### src/rtl/pc_stack_unit.sv
// pc_stack_unit: program counter with LIFO return stack, branch/jump/call/return and halt control
module pc_stack_unit #(
    parameter int ADDR_W = 13,
    parameter int DEPTH  = 8
) (
    input  logic                   clk,
    input  logic                   rst,
    input  logic [18:0]            Instruction,
    input  logic                   BranchSel,
    input  logic                   JumpSel,
    input  logic                   push,
    input  logic                   pop,
    input  logic                   StackSel,
    input  logic                   Halt,
    output logic [ADDR_W-1:0]      PC,
    output logic [$clog2(DEPTH):0] sp,
    output logic                   stack_empty,
    output logic                   stack_full,
    output logic                   stack_ovf,
    output logic                   stack_unf,
    output logic                   halted
);
    localparam int SP_W  = $clog2(DEPTH) + 1;
    localparam int IDX_W = (DEPTH > 1) ? $clog2(DEPTH) : 1;
    localparam logic [SP_W-1:0] FULL = SP_W'(DEPTH);

    logic [ADDR_W-1:0] pc_q, pc_d;
    logic [SP_W-1:0]   sp_q, sp_d;
    logic              halted_q, halted_d;
    logic              ovf_q, ovf_d;
    logic              unf_q, unf_d;
    logic [ADDR_W-1:0] stack_q [DEPTH];
    logic [ADDR_W-1:0] stack_d [DEPTH];

    logic [ADDR_W-1:0] seq, target, offset, top;
    logic [SP_W-1:0]   sp_m1;
    logic [IDX_W-1:0]  rd_idx, wr_idx;
    logic              empty, full, run, jump, do_pop, do_call, pop_ok, push_ok;
    logic              unused_instr;

    // Upper instruction bits carry no meaning for this unit
    assign unused_instr = ^Instruction[18:13];

    assign empty   = (sp_q == '0);
    assign full    = (sp_q == FULL);
    assign seq     = pc_q + ADDR_W'(1);
    assign target  = ADDR_W'(Instruction[12:0]);
    assign offset  = ADDR_W'($signed(Instruction[7:0]));
    assign sp_m1   = sp_q - SP_W'(1);
    assign rd_idx  = sp_m1[IDX_W-1:0];
    assign wr_idx  = sp_q[IDX_W-1:0];
    assign top     = stack_q[rd_idx];
    assign jump    = BranchSel && JumpSel;
    // Halt request or halted state freezes every piece of state this cycle
    assign run     = !(halted_q || Halt);
    // pop wins over push; a push only counts as a call when it rides on a jump
    assign do_pop  = run && pop;
    assign do_call = run && push && !pop && jump;
    assign pop_ok  = do_pop && !empty;
    assign push_ok = do_call && !full;

    // Next-state: PC priority chain, saturating stack pointer, sticky flags and the one stack write
    always_comb begin
        pc_d     = !run ? pc_q :
                   (pop && StackSel) ? (empty ? seq : top) :
                   jump ? target :
                   BranchSel ? seq + offset : seq;
        sp_d     = pop_ok ? sp_m1 : push_ok ? sp_q + SP_W'(1) : sp_q;
        halted_d = halted_q || Halt;
        ovf_d    = ovf_q || (do_call && full);
        unf_d    = unf_q || (do_pop && empty);
        stack_d  = stack_q;
        if (push_ok) stack_d[wr_idx] = seq;
    end

    // State registers; reset wipes the whole stack so no half-finished call survives
    always_ff @(posedge clk or negedge rst) begin
        if (!rst) begin
            pc_q     <= '0;
            sp_q     <= '0;
            halted_q <= 1'b0;
            ovf_q    <= 1'b0;
            unf_q    <= 1'b0;
            for (int i = 0; i < DEPTH; i++) stack_q[i] <= '0;
        end else begin
            pc_q     <= pc_d;
            sp_q     <= sp_d;
            halted_q <= halted_d;
            ovf_q    <= ovf_d;
            unf_q    <= unf_d;
            stack_q  <= stack_d;
        end
    end

    assign PC          = pc_q;
    assign sp          = sp_q;
    assign stack_empty = empty;
    assign stack_full  = full;
    assign stack_ovf   = ovf_q;
    assign stack_unf   = unf_q;
    assign halted      = halted_q;
endmodule

### config.mk
export PLATFORM = sky130hd
export DESIGN_NAME = pc_stack_unit
export DESIGN_NICKNAME = d
export VERILOG_FILES = /design/src/rtl/pc_stack_unit.sv
export SDC_FILE = /design/constraint.sdc
export NUM_CORES = 1
export LEC_CHECK = 0
export ABC_AREA = 1
export BUFFER_PORTS_ARGS = -buffer_cell sky130_fd_sc_hd__buf_2
export CAP_MARGIN = 5
export CORE_MARGIN = 8
export CORE_UTILIZATION = 55
export CTS_BUF_LIST = sky130_fd_sc_hd__clkbuf_4
export DETAILED_ROUTE_END_ITERATION = 10
export PLACE_DENSITY = 0.74
export REMOVE_ABC_BUFFERS = 1
export SLEW_MARGIN = 20
export SYNTH_ARGS = -nofsm -noshare
export SYNTH_HDL_FRONTEND = slang
export SYNTH_SLANG_ARGS = --single-unit
### constraint.sdc
create_clock -name clk -period 6.8 [get_ports clk]
set_input_delay 0.34 -clock clk [delete_from_list [all_inputs] [get_ports clk]]
set_output_delay 0.34 -clock clk [all_outputs]
set_load 0.01 [all_outputs]
==> impl_results.rst, run 1 <==
.. list-table::
   :header-rows: 1

   * - Metric
     - Value
   * - Insertion delay of the later-clocked pin in the worst-skew pair
     - 0.54 ns
   * - Slowest cell on the critical path
     - xor2_1
   * - Remaining Overflow, GRT
     - 0
   * - Tightest Hold Check Type
     - in -> reg
   * - RSZ-0062 raised after global routing
     - false
   * - Maximum level of the CTS H-tree
     - 4
   * - Slew Viols, Final
     - 0
   * - Clk pin slew, worst setup/hold paths
     - 0.10 ns
   * - Combinational family with the most area after synthesis
     - simple AND/OR/NAND/NOR gates
   * - Buffering stage count on the worst path with inverters included
     - 1
   * - Hold violation count in the final report
     - 0
   * - Post-synthesis sequential area ratio
     - 0.446
   * - Horiz. Die Dim
     - 129 um
   * - Max-Cap Viols
     - 0
   * - Count of synthesis-stage warnings from yosys
     - 0
   * - Tightest Pin Transition
     - 0.931 ns
   * - Most common flop cell mapped by yosys
     - dfrtp_1
   * - Maximum cell stage delay along the critical path
     - 0.68 ns
   * - Fraction of registers with async set/reset
     - 1.00
   * - Clock root buffer master
     - clkbuf_4
   * - Final setup violating endpoints
     - 0
   * - Synth Area in Simple Gates
     - 0.239
   * - Top cells by area, synth
     - dfrtp_1, nand2_1, o21ai_0
   * - Maximum number of pins on one net before global-route repair
     - 73
   * - Count of distinct cell types in the synthesized netlist
     - 42
   * - Aggregate global-route resource usage
     - 0.234
   * - Compound-cell area share of the yosys netlist
     - 0.196
   * - Crit-path max FO
     - 12
   * - Routed wire length
     - 18300 um
   * - Arrival time at the worst endpoint
     - 4.00 ns
   * - Post-Synthesis Cells
     - 904
   * - Most area-hungry cell type in the Yosys netlist
     - dfrtp_1
   * - Site row count
     - 41
   * - Post-synthesis mux area share
     - 0
   * - Xor/xnor share of the synthesized area
     - 0.0124
   * - Fill cell count
     - 1201
   * - Half-perimeter wire length after placement
     - 11700 um
   * - Critical path startpoint category
     - flip-flop
   * - Final core utilization
     - 0.597
   * - Top Ports
     - 49
   * - Routability cong.
     - 0.926
   * - # Post-CTS Setup Buffers
     - 0
   * - Area growth syn-to-layout
     - 7.38%
   * - Number of input and output port buffers inserted
     - 42
   * - Number of optimization iterations in the first detailed-route pass
     - 5
   * - Shortest clock period the worst path allows after layout
     - 3.58 ns
   * - Relative slew slack
     - 0.379
   * - Area occupied by multi-input gates
     - 3350 um^2
   * - Initial core utilization
     - 0.556
   * - Critical path's top delay family
     - simple AND/OR/NAND/NOR gates
   * - Share of Yosys cell area claimed by the top area cell type
     - 0.446
   * - Most used standard cell by instance count after synthesis
     - nand2_1
   * - Area of the mapped netlist
     - 6960 um^2
   * - Synth Area per Inst
     - 7.70 um^2
   * - Power per standard cell area
     - 255 nW/um^2
   * - Routed len/inst
     - 16.5 um
   * - Result of the run
     - finished clean
   * - Vias in the first global route
     - 5823
   * - Number of flops mapped to enable cells by yosys
     - 0
   * - Total number of nets in the final design
     - 970
   * - Adder-cell area share of the yosys netlist
     - 0.0334
   * - Highest ir drop seen on vdd
     - 0.000192 V
   * - CTS tree
     - done
   * - Top cells by instance count after synthesis
     - nand2_1, dfrtp_1, o21ai_0
   * - Cell breakdown of the critical path
     - ha_1 > nand3_2 > nor2_4 > nand3_1 > xor2_1 > inv_1 > ha_1 > nand2_1 > nor2_1 > nand3_1 > nand3_1 > nand2_1 > nand2_1 > nor2_1 > o21ai_0 > a21oi_1
   * - DR DRC count
     - 0
   * - Global-route wire length before repair
     - 30000 um
   * - Fraction of the cycle the final worst path needs
     - 0.526
   * - Critical Setup Path Class
     - reg -> reg
   * - Total core area
     - 12500 um^2
   * - Static power due to leakage
     - 3.60 nW
   * - TritonCTS buffer count
     - 17
   * - Number of DRC markers after the initial detailed-route iteration
     - 572
   * - Vias per Instance
     - 5.57
   * - DRT antenna net count
     - 0
   * - Overall die area
     - 16500 um^2
   * - Post-Route Setup TNS
     - 0 ns
   * - Maximum clock path buffer count
     - 2
   * - Peak clock frequency supported by timing
     - 279 MHz
   * - CP required
     - 7.22 ns
   * - Initial antenna violation count
     - 1
   * - Worst clock skew on the final layout
     - 0.0133 ns
   * - Height of the die
     - 129 um
   * - Count of state elements after synthesis
     - 124
   * - Flip-flop and latch area
     - 3100 um^2
   * - Total clock sinks
     - 124
   * - Nature of the critical path endpoint
     - flip-flop
   * - Routed vias
     - 6183
   * - Ratio of cells with drive above 1 in the final layout
     - 0.118
-- routing by layer --
| metal | routed length (um) | global-route usage | up-vias |
|---|---|---|---|
| met5 | 0 | 0 | - |
| met4 | 355 | 0.0961 | 0 |
| met3 | 1150 | 0.0459 | 29 |
| met2 | 8210 | 0.368 | 219 |
| met1 | 8560 | 0.311 | 2887 |
| li1 | - | - | 3048 |
-- kinds of logic (layout without fill, tap and decap cells) --
| kind of cell | Yosys count | in the layout |
|---|---|---|
| and+or+nand+nor | 394 | 394 |
| other | 0 | 1 |
| AOI/OAI and AO/OA | 247 | 247 |
| adders and majority gates | 18 | 18 |
| DFF | 124 | 124 |
| buffers and inverters | 112 | 145 |
| xor gates and xnor gates | 9 | 9 |
-- report_power, final --
part           switching, mW  internal (mW)  leakage (nW)
Clock                  0.267          0.295         0.167
Combinational          0.385          0.170          1.76
Sequential            0.0321          0.755          1.68
-- sequential cells by signal (all words and copies together) (netlist names) --
name / cells
stack_q: 104
stack_unf: 1
sp: 4
PC: 13
stack_ovf: 1
halted: 1
-- path summary, 6_finish.rpt --
check | from | to | slack (ns) | cells past startpoint
max | PC[0]$_DFFE_PN0N_ | PC[11]$_DFFE_PN0N_ | 3.22 | 16
min in group asynchronous | rst | stack_q[54]$_DFFE_PN0P_ | 0.37 | 2
min reg2reg | stack_ovf$_DFF_PN0_ | stack_ovf$_DFF_PN0_ | 0.47 | 1
min | Instruction[5] | PC[5]$_DFFE_PN0N_ | 0.21 | 5
max reg2reg | PC[0]$_DFFE_PN0N_ | PC[11]$_DFFE_PN0N_ | 3.22 | 16
max in group asynchronous | rst | stack_q[76]$_DFFE_PN0P_ | 5.07 | 3
-- cell type report --
cell class | instances | share of cell area
multi-input combinational | 668 | 0.448
sequential | 124 | 0.415
timing repair buffer | 48 | 0.0348
inverter | 66 | 0.0331
tap | 172 | 0.0288
clock buffer | 20 | 0.0201
clock inverter | 11 | 0.0201
antenna | 1 | 0.000335
-- cell usage in the layout (no fill, tap or decap), types with 2 or more instances in the layout --
cell	count
inv_1	59
o211ai_1	10
inv_2	4
clkinv_2	3
o21ai_1	56
nand2_2	5
a31oi_1	7
or2_2	2
buf_2	41
o21ai_2	10
o21a_1	2
bufinv_16	4
a21o_1	2
o21ai_0	104
nor2_4	4
buf_4	6
dfrtp_1	123
nand3_1	44
nor2_1	86
xor2_1	7
a22oi_1	3
o22ai_1	24
nand2_1	237
nand4_1	3
clkbuf_4	20
nand2_4	3
nor2_2	3
clkinv_1	7
ha_1	17
a21oi_1	26
-- metrics by stage --
stage          power [mW]  area [um^2]  hold WS [ns]  setup slack [ns]  cells
2_1_floorplan        1.16         6700        0.0444              2.36    858
3_3_place_gp         1.34         7170         0.412              3.32   1077
3_5_place_dp         1.35         7170         0.417              3.31   1077
4_1_cts              1.90         7480         0.180              3.28   1109
5_1_grt              2.02         7480         0.190              2.83   1110
6_report             1.90         7480         0.212              3.22   1110
-- tightest hold or removal path, delay by kind of cell --
family                 cells  cell delay (ns)
AO/OA/AOI/OAI              1             0.06
AND/OR/NAND/NOR            3             0.20
buffers and inverters      1             0.12
-- what timing repair did --
item / 4_1_cts / 5_1_grt
setup endpoints to repair: 0 / 0
hold endpoints to repair: 52 / 0
gates resized for setup: 0 / 0
hold buffers: 1 / 0
No activity file was read; power rests on OpenSTA's default activity.
==> inputs of run 2 (changes only) <==
clock period = 3.4 ns   (was 6.8 ns; I/O delays follow)
==> run 2 against run 1 <==
Effect of this change:
- via count up 2.6%
- flip-flop and latch count unchanged
- sequential share of layout area down 0.36 points
- core utilization grew 0.52 points
- routed wire length increased by 3.2%
- worst setup slack lost 2.6 ns
- cell count rose by 1.1%
- clock-buffer cell count decreased by 1
- combinational power is 110% higher
- critical path type unchanged
- highest routed layer unchanged
==> impl_results.rst, run 2 (synthesis gave the netlist of run 1 again) <==
.. list-table::
   :header-rows: 1

   * - Metric
     - Value
   * - Result of the run
     - finished clean
   * - DR DRC count
     - 0 (unchanged)
   * - Horiz. Die Dim
     - 129 um (unchanged)
   * - Commonest cells after routing, fill and taps aside
     - nand2_1, dfrtp_1, o21ai_0, nor2_1, inv_1
   * - Tightest Pin Transition
     - 0.850 ns (-0.0813 ns)
   * - Power per standard cell area
     - 495 nW/um^2 (+94%)
   * - Final setup violating endpoints
     - 0 (unchanged)
   * - Final non-filler cell total
     - 1122 (+1.1%)
   * - Flop pwr share
     - 0.420 (+0.007)
   * - Switching share of total power
     - 0.378 (+0.0190)
   * - Half-perimeter wire length after placement
     - 12300 um (+5.2%)
   * - Maximum clock path buffer count
     - 2 (unchanged)
   * - Pint
     - 2.32 mW (+90%)
   * - Overall die area
     - 16500 um^2 (unchanged)
   * - CP required
     - 3.81 ns (-3.41 ns)
   * - Area after DPL
     - 7250 um^2 (+1.2%)
   * - Total clock sinks
     - 124 (unchanged)
   * - DRT antenna net count
     - 0 (unchanged)
   * - Combinational fraction of design power
     - 0.310 (+0.019)
   * - WHS
     - 0.0431 ns (-0.169 ns)
   * - Number of DRC markers after the initial detailed-route iteration
     - 712 (+24%)
   * - Cell repeated most along the worst path
     - nand2_1
   * - Number of flip-flops in the largest register
     - 104 (unchanged)
   * - Aggregate global-route resource usage
     - 0.238 (+0.00371)
   * - Vias per Instance
     - 5.65 (+1.5%)
   * - Peak clock frequency supported by timing
     - 354 MHz (+27%)
   * - Power Total
     - 3.73 mW (+96%)
   * - Clk pin slew, worst setup/hold paths
     - 0.11 ns (about the same)
   * - Routed vias
     - 6343 (+2.6%)
   * - Cell total after placement
     - 1087 (+0.93%)
   * - RSZ-0062 raised after global routing
     - false
   * - Routed len/inst
     - 16.8 um (+2.1%)
   * - Insertion delay of the later-clocked pin in the worst-skew pair
     - 0.54 ns (about the same)
   * - Maximum number of pins on one net before global-route repair
     - 70 (-4.1%)
   * - Highest ir drop seen on vdd
     - 0.000469 V (+140%)
   * - Height of the die
     - 129 um (unchanged)
   * - Tightest Hold Check Type
     - in -> reg
   * - Most flops, register
     - stack_q
   * - Top Ports
     - 49 (unchanged)
   * - Initial core utilization
     - 0.556 (unchanged)
   * - Buffering stage count on the worst path with inverters included
     - 2 (+1)
   * - Cell breakdown of the critical path
     - inv_1 > nor3_2 > nand4_1 > nand2_2 > inv_1 > ha_1 > nand2_1 > nor2_1 > nand3_1 > nand3_1 > nand2_1 > nand2_1 > nor2_1 > o21ai_0 > a21oi_1
   * - Crit-path max FO
     - 10 (-2)
   * - Vias in the first global route
     - 5848 (+0.43%)
   * - Reported net switching power
     - 1.41 mW (+110%)
   * - Post-route cell area
     - 7540 um^2 (+0.87%)
   * - Static power due to leakage
     - 3.63 nW (+0.78%)
   * - Remaining Overflow, GRT
     - 0 (unchanged)
   * - Clock root buffer master
     - clkbuf_4
   * - Maximum level of the CTS H-tree
     - 4 (unchanged)
   * - Hold violation count in the final report
     - 0 (unchanged)
   * - Global-route wire length before repair
     - 30300 um (+1.2%)
   * - Arrival time at the worst endpoint
     - 3.24 ns (-0.76 ns)
   * - Post-cts sizing count
     - 0 (unchanged)
   * - Critical path startpoint category
     - flip-flop
   * - Routed wire length
     - 18900 um (+3.2%)
   * - Critical Setup Path Class
     - reg -> reg
   * - Slew Viols, Final
     - 0 (unchanged)
   * - Critical path's top delay family
     - simple AND/OR/NAND/NOR gates
   * - Total number of nets in the final design
     - 981 (+1.1%)
   * - # Post-CTS Setup Buffers
     - 0 (unchanged)
   * - Max-Cap Viols
     - 0 (unchanged)
   * - Maximum cell stage delay along the critical path
     - 0.45 ns (-0.23 ns)
   * - Post-Route Setup TNS
     - 0 ns (unchanged)
   * - Shortest clock period the worst path allows after layout
     - 2.83 ns (-0.753 ns)
   * - Worst clock skew on the final layout
     - 0.0126 ns (-0.000726 ns)
   * - Slowest cell on the critical path
     - dfrtp_1
   * - Total core area
     - 12500 um^2 (unchanged)
   * - Number of optimization iterations in the first detailed-route pass
     - 5 (unchanged)
   * - Area growth syn-to-layout
     - 8.32%
   * - Number of input and output port buffers inserted
     - 42 (unchanged)
   * - Site row count
     - 41 (unchanged)
   * - Fraction of the cycle the final worst path needs
     - 0.831 (+0.305)
   * - Routability cong.
     - 0.887 (-4.2%)
   * - Most common cell after layout, fill and taps aside
     - nand2_1
   * - TritonCTS buffer count
     - 17 (unchanged)
   * - Power share of the clock group
     - 0.270 (-0.025)
   * - Nature of the critical path endpoint
     - flip-flop
   * - Initial antenna violation count
     - 1 (unchanged)
   * - Relative slew slack
     - 0.433 (+0.0543)
   * - CTS tree
     - done
   * - Ratio of cells with drive above 1 in the final layout
     - 0.129 (+0.0101)
==> run 2: cell count changes in the layout (fill, tap and decap cells not counted), sizes merged <==
cell | before | now
clkbuf | 20 | 19
bufinv | 4 | 2
clkinvlp | 0 | 3
buf | 47 | 57
dlygate4sd3 | 1 | 2
inv | 63 | 64
==> run 2: layout make-up <==
type / instances / area, um^2
fill: 1171 / 4970
multi-input combinational: 668 / 3350
sequential: 124 / 3100
timing repair buffer: 59 / 358
inverter: 66 / 248
tap: 172 / 215
clock buffer: 19 / 143
clock inverter: 13 / 125
antenna: 1 / 2.50
==> run 2: power by group through the flow <==
stage	Clock [mW]	Sequential, mW	Combinational, mW
3_3_place_gp	0	1.59	1.13
6_report	1.01	1.57	1.16
3_5_place_dp	0	1.59	1.15
2_1_floorplan	0	1.62	0.706
5_1_grt	1.08	1.57	1.30
4_1_cts	1.01	1.56	1.15
==> run 2: final timing paths <==
check	from	to	slack, ns	cells past startpoint
min in group asynchronous	rst	stack_q[67]$_DFFE_PN0P_	0.22	2
hold / removal	Instruction[8]	PC[8]$_DFFE_PN0N_	0.04	5
hold reg to reg	stack_ovf$_DFF_PN0_	stack_ovf$_DFF_PN0_	0.49	1
setup / recovery	PC[4]$_DFFE_PN0N_	PC[11]$_DFFE_PN0N_	0.57	15
max in group asynchronous	rst	stack_q[43]$_DFFE_PN0P_	2.35	3
setup reg to reg	PC[4]$_DFFE_PN0N_	PC[11]$_DFFE_PN0N_	0.57	15
==> run 2: worst reg2reg max path: cells and delay by family (launching register included) <==
| family | cells | cell delay [ns] |
|---|---|---|
| fa+ha+maj | 1 | 0.37 |
| flops | 1 | 0.45 |
| compound gates | 2 | 0.43 |
| simple gates | 10 | 1.26 |
| buf+inv | 2 | 0.19 |
==> run 2: what timing repair did <==
action	CTS	global route
endpoints found under the hold margin	56	0
endpoints found under the setup margin	0	0
hold buffers	2	0
==> run 2: per-stage QoR <==
stage / setup WS (ns) / utilization
3_5_place_dp: 0.680 / 0.579
5_1_grt: 0.275 / 0.603
4_1_cts: 0.593 / 0.602
6_report: 0.573 / 0.603
2_1_floorplan: -1.04 / -
3_3_place_gp: 0.730 / 0.579
==> run 2: routing by layer <==
layer | wire [um] | track usage
met5 | 0 | 0
met1 | 8530 | 0.314
met3 | 1400 | 0.0554
met4 | 469 | 0.0981
met2 | 8470 | 0.369
==> inputs of run 3 (changes only) <==
ABC_AREA = 0   (was 1)
clock period = 2.95 ns   (was 3.4 ns; I/O delays follow)
==> run 3 against run 2 <==
Effect of this change:
- sequential power is 14% higher
- clock power is 11% lower
- core utilization is 3.7 points higher
- maximum frequency is 0.51% higher
- clock-buffer cell count is 3 higher
- first-iteration DRC count is 43% lower
- sequential share of layout area is 0.39 points lower
- cell count is 21% lower
- register-to-register slack worse by 0.44 ns
- area after synthesis is 4.8% lower
- non-clock buffer count is 34 higher
- highest routed layer unchanged
- critical path depth is 3 lower
- critical path type unchanged
==> impl_results.rst, run 3 <==
.. list-table::
   :header-rows: 1

   * - Metric
     - Value
   * - Tightest Pin Transition
     - 0.794 ns (-0.0562 ns)
   * - Flip-flop and latch area
     - 3110 um^2 (about the same)
   * - Power per standard cell area
     - 508 nW/um^2 (+2.7%)
   * - Cell total after placement
     - 850 (-22%)
   * - Most used standard cell by instance count after synthesis
     - dfrtp_1
   * - Half-perimeter wire length after placement
     - 11800 um (-4.0%)
   * - Slowest cell on the critical path
     - dfrtp_2
   * - Final setup violating endpoints
     - 0 (unchanged)
   * - Total number of nets in the final design
     - 774 (-21%)
   * - Most common flop cell mapped by yosys
     - dfrtp_1
   * - Clock root buffer master
     - clkbuf_4
   * - Vias per Instance
     - 6.00 (+6.1%)
   * - Static power due to leakage
     - 3.47 nW (-4.3%)
   * - Arrival time at the worst endpoint
     - 3.22 ns (-0.02 ns)
   * - Critical path startpoint category
     - flip-flop
   * - Result of the run
     - finished clean
   * - Aggregate global-route resource usage
     - 0.216 (-0.0220)
   * - Fill cell count
     - 956 (-18%)
   * - Post-synthesis sequential area ratio
     - 0.468 (+0.0224)
   * - Peak clock frequency supported by timing
     - 356 MHz (+0.51%)
   * - Top Ports
     - 49 (unchanged)
   * - Maximum clock path buffer count
     - 2 (unchanged)
   * - Share of Yosys cell area claimed by the top area cell type
     - 0.468 (+0.0224)
   * - Post-Synthesis Cells
     - 661 (-27%)
   * - Total clock sinks
     - 124 (unchanged)
   * - Initial antenna violation count
     - 0 (-1)
   * - Most area-hungry cell type in the Yosys netlist
     - dfrtp_1
   * - RSZ-0062 raised after global routing
     - true
   * - Routed wire length
     - 16400 um (-13%)
   * - Antenna cell count
     - 0 (-1)
   * - Site row count
     - 40 (-2.4%)
   * - Number of cells on the worst reg-to-reg path
     - 12 (-3)
   * - Area after DPL
     - 7190 um^2 (-0.83%)
   * - Count of distinct cell types in the synthesized netlist
     - 61 (+45%)
   * - Final core utilization
     - 0.640 (+0.0373)
   * - DRT antenna net count
     - 0 (unchanged)
   * - Area occupied by multi-input gates
     - 3460 um^2 (+3.3%)
   * - Fraction of registers with async set/reset
     - 1.00 (unchanged)
   * - Synth Area per Inst
     - 10.0 um^2 (+30%)
   * - Routability cong.
     - 0.886 (-0.10%)
   * - Routed len/inst
     - 18.5 um (+9.9%)
   * - TritonCTS buffer count
     - 17 (unchanged)
   * - Number of optimization iterations in the first detailed-route pass
     - 4 (-1)
   * - Hold violation count in the final report
     - 0 (unchanged)
   * - Shortest clock period the worst path allows after layout
     - 2.81 ns (-0.0143 ns)
   * - Setup crit end
     - PC[9]$_DFFE_PN0N_
   * - Maximum number of pins on one net before global-route repair
     - 65 (-7.1%)
   * - Maximum cell stage delay along the critical path
     - 0.43 ns (-0.02 ns)
   * - Cell breakdown of the critical path
     - buf_4 > nand2_1 > or3_4 > xor2_2 > inv_1 > ha_2 > a21oi_2 > nor2b_1 > a311o_1 > mux2_2 > o21ai_0 > o21ai_0
   * - Nature of the critical path endpoint
     - flip-flop
   * - Vias in the first global route
     - 5370 (-8.2%)
   * - Fraction of the cycle the final worst path needs
     - 0.953 (+0.122)
   * - Count of state elements after synthesis
     - 124 (unchanged)
   * - Commonest cells after routing, fill and taps aside
     - dfrtp_1, nand2_1, o21ai_0, nor2_1, buf_4
   * - Slew Viols, Final
     - 0 (unchanged)
   * - Number of flops mapped to enable cells by yosys
     - 0 (unchanged)
   * - Height of the die
     - 126 um (-2.1%)
   * - Most common cell after layout, fill and taps aside
     - dfrtp_1
   * - Count of synthesis-stage warnings from yosys
     - 0 (unchanged)
   * - CTS tree
     - done
   * - Initial core utilization
     - 0.557 (about the same)
   * - Power Total
     - 3.87 mW (+3.8%)
   * - Total core area
     - 11900 um^2 (-4.8%)
   * - Area of the mapped netlist
     - 6630 um^2 (-4.8%)
   * - Origin of the worst setup path
     - PC[1]$_DFFE_PN0N_
   * - Startpoint of the worst-slack reg-to-reg timing path
     - PC[1]$_DFFE_PN0N_
   * - Routed vias
     - 5307 (-16%)
   * - Remaining Overflow, GRT
     - 0 (unchanged)
   * - Highest ir drop seen on vdd
     - 0.000189 V (-60%)
   * - Overall die area
     - 15800 um^2 (-4.2%)
   * - Tightest Hold Check Type
     - in -> reg
   * - Cell repeated most along the worst path
     - o21ai_0
   * - Top cells by area, synth
     - dfrtp_1, mux4_2, nand2_1
   * - Crit Reg-Reg Endpoint
     - PC[9]$_DFFE_PN0N_
   * - Ratio of cells with drive above 1 in the final layout
     - 0.266 (+0.137)
   * - Clk pin slew, worst setup/hold paths
     - 0.10 ns (about the same)
   * - CP required
     - 3.35 ns (-0.46 ns)
   * - Top cells by instance count after synthesis
     - dfrtp_1, nand2_1, o21ai_0
   * - Maximum level of the CTS H-tree
     - 4 (unchanged)
   * - Post-route cell area
     - 7620 um^2 (+1.0%)
   * - Max-Cap Viols
     - 0 (unchanged)
   * - DR DRC count
     - 0 (unchanged)
   * - Worst clock skew on the final layout
     - 0.0140 ns (+0.00145 ns)
   * - Number of DRC markers after the initial detailed-route iteration
     - 403 (-43%)
   * - Number of input and output port buffers inserted
     - 42 (unchanged)
   * - Crit-path max FO
     - 5 (-5)
   * - Insertion delay of the later-clocked pin in the worst-skew pair
     - 0.51 ns (-0.03 ns)
   * - Horiz. Die Dim
     - 126 um (-2.1%)
   * - Final non-filler cell total
     - 885 (-21%)
   * - Global-route wire length before repair
     - 27300 um (-9.9%)
   * - Relative slew slack
     - 0.471 (+0.0381)
   * - Number of flip-flops in the largest register
     - 104 (unchanged)
   * - Most flops, register
     - stack_q
   * - Post-Route Setup TNS
     - 0 ns (unchanged)
   * - Critical Setup Path Class
     - reg -> reg
   * - Worst reg2reg setup slack
     - 0.14 ns (-0.44 ns)
   * - Area growth syn-to-layout
     - 14.9%
run 3: changes by cell type after synthesis, moves of 26 or more:
cell and delta:
inv_1 -43, mux4_2 +26, nor2_1 -33, nand3_1 -38, nand2_1 -132, o21ai_0 -29
o21ai_1 -53
run 3: power breakdown:
part | switching, mW | total (mW) | internal [mW] | leakage, nW
clock network | 0.552 | 0.901 | 0.349 | 0.118
registers | 0.0542 | 1.79 | 1.74 | 1.70
logic | 0.679 | 1.18 | 0.496 | 1.66
total | 1.29 | 3.87 | 2.59 | 3.47
run 3: worst min path at each step:
| stage | to | from | slack [ns] | cells past startpoint |
|---|---|---|---|---|
| 2_1_floorplan | PC[0]$_DFFE_PN0N_ | rst | -0.15 | 0 |
| 3_3_place_gp | stack_q[81]$_DFFE_PN0P_ | rst | 0.27 | 1 |
| 3_5_place_dp | stack_q[82]$_DFFE_PN0P_ | rst | 0.28 | 1 |
| 4_1_cts | PC[10]$_DFFE_PN0N_ | Instruction[10] | 0.02 | 4 |
| 5_1_grt | PC[10]$_DFFE_PN0N_ | Instruction[10] | 0.04 | 4 |
| 6_report | halted$_DFF_PN0_ | Halt | 0.06 | 3 |
run 3: area by class of cell:
cell class,count,share of cell area
Sequential cell,124,0.408
Timing Repair Buffer,93,0.0813
Clock buffer,22,0.0217
Inverter,17,0.00837
Multi-Input combinational cell,476,0.454
Tap cell,147,0.0241
Clock inverter,6,0.00345
run 3: layer usage:
layer  vias up  track usage  part of all wire
met5         -            0                 0
met4         0       0.0870             0.018
met3        28       0.0494             0.049
met2       139        0.376              0.52
met1      2656        0.253              0.42
li1       2484            -                 -
run 3: worst max-delay path: cells and delay by family (launching register included):
kind                       cells  cell delay [ns]
AOI/OAI and AO/OA              4             0.81
and+or+nand+nor                3             0.52
DFF                            1             0.43
adders and majority gates      1             0.31
muxes                          1             0.27
buffers and inverters          2             0.19
xor gates and xnor gates       1             0.18
run 3: cell families (layout without fill, tap and decap cells):
family,after synthesis,count (layout),share of synthesized area
simple gates,203,203,0.141
buf+inv,61,138,0.0385
compound gates,185,185,0.165
xor+xnor,21,21,0.0277
flops,124,124,0.468
mux,49,49,0.126
fa+ha+maj,18,18,0.0351
run 3: per-stage QoR:
| stage | hold slack (ns) | setup WS [ns] |
|---|---|---|
| floorplan | -0.148 | -0.978 |
| global placement | 0.268 | -0.0307 |
| detailed placement | 0.285 | -0.122 |
| CTS | 0.0233 | 0.0219 |
| global route | 0.0443 | -0.000518 |
| finish | 0.0637 | 0.138 |
run 3: what timing repair did:
| item | 4_1_cts | 5_1_grt |
|---|---|---|
| resized for setup | 18 | 19 |
| endpoints found under the setup margin | 5 | 5 |
| buffers inserted | 2 | 2 |
| hold buffers | 3 | 0 |
| pin swaps | 3 | 12 |
| hold endpoints to repair | 63 | 0 |
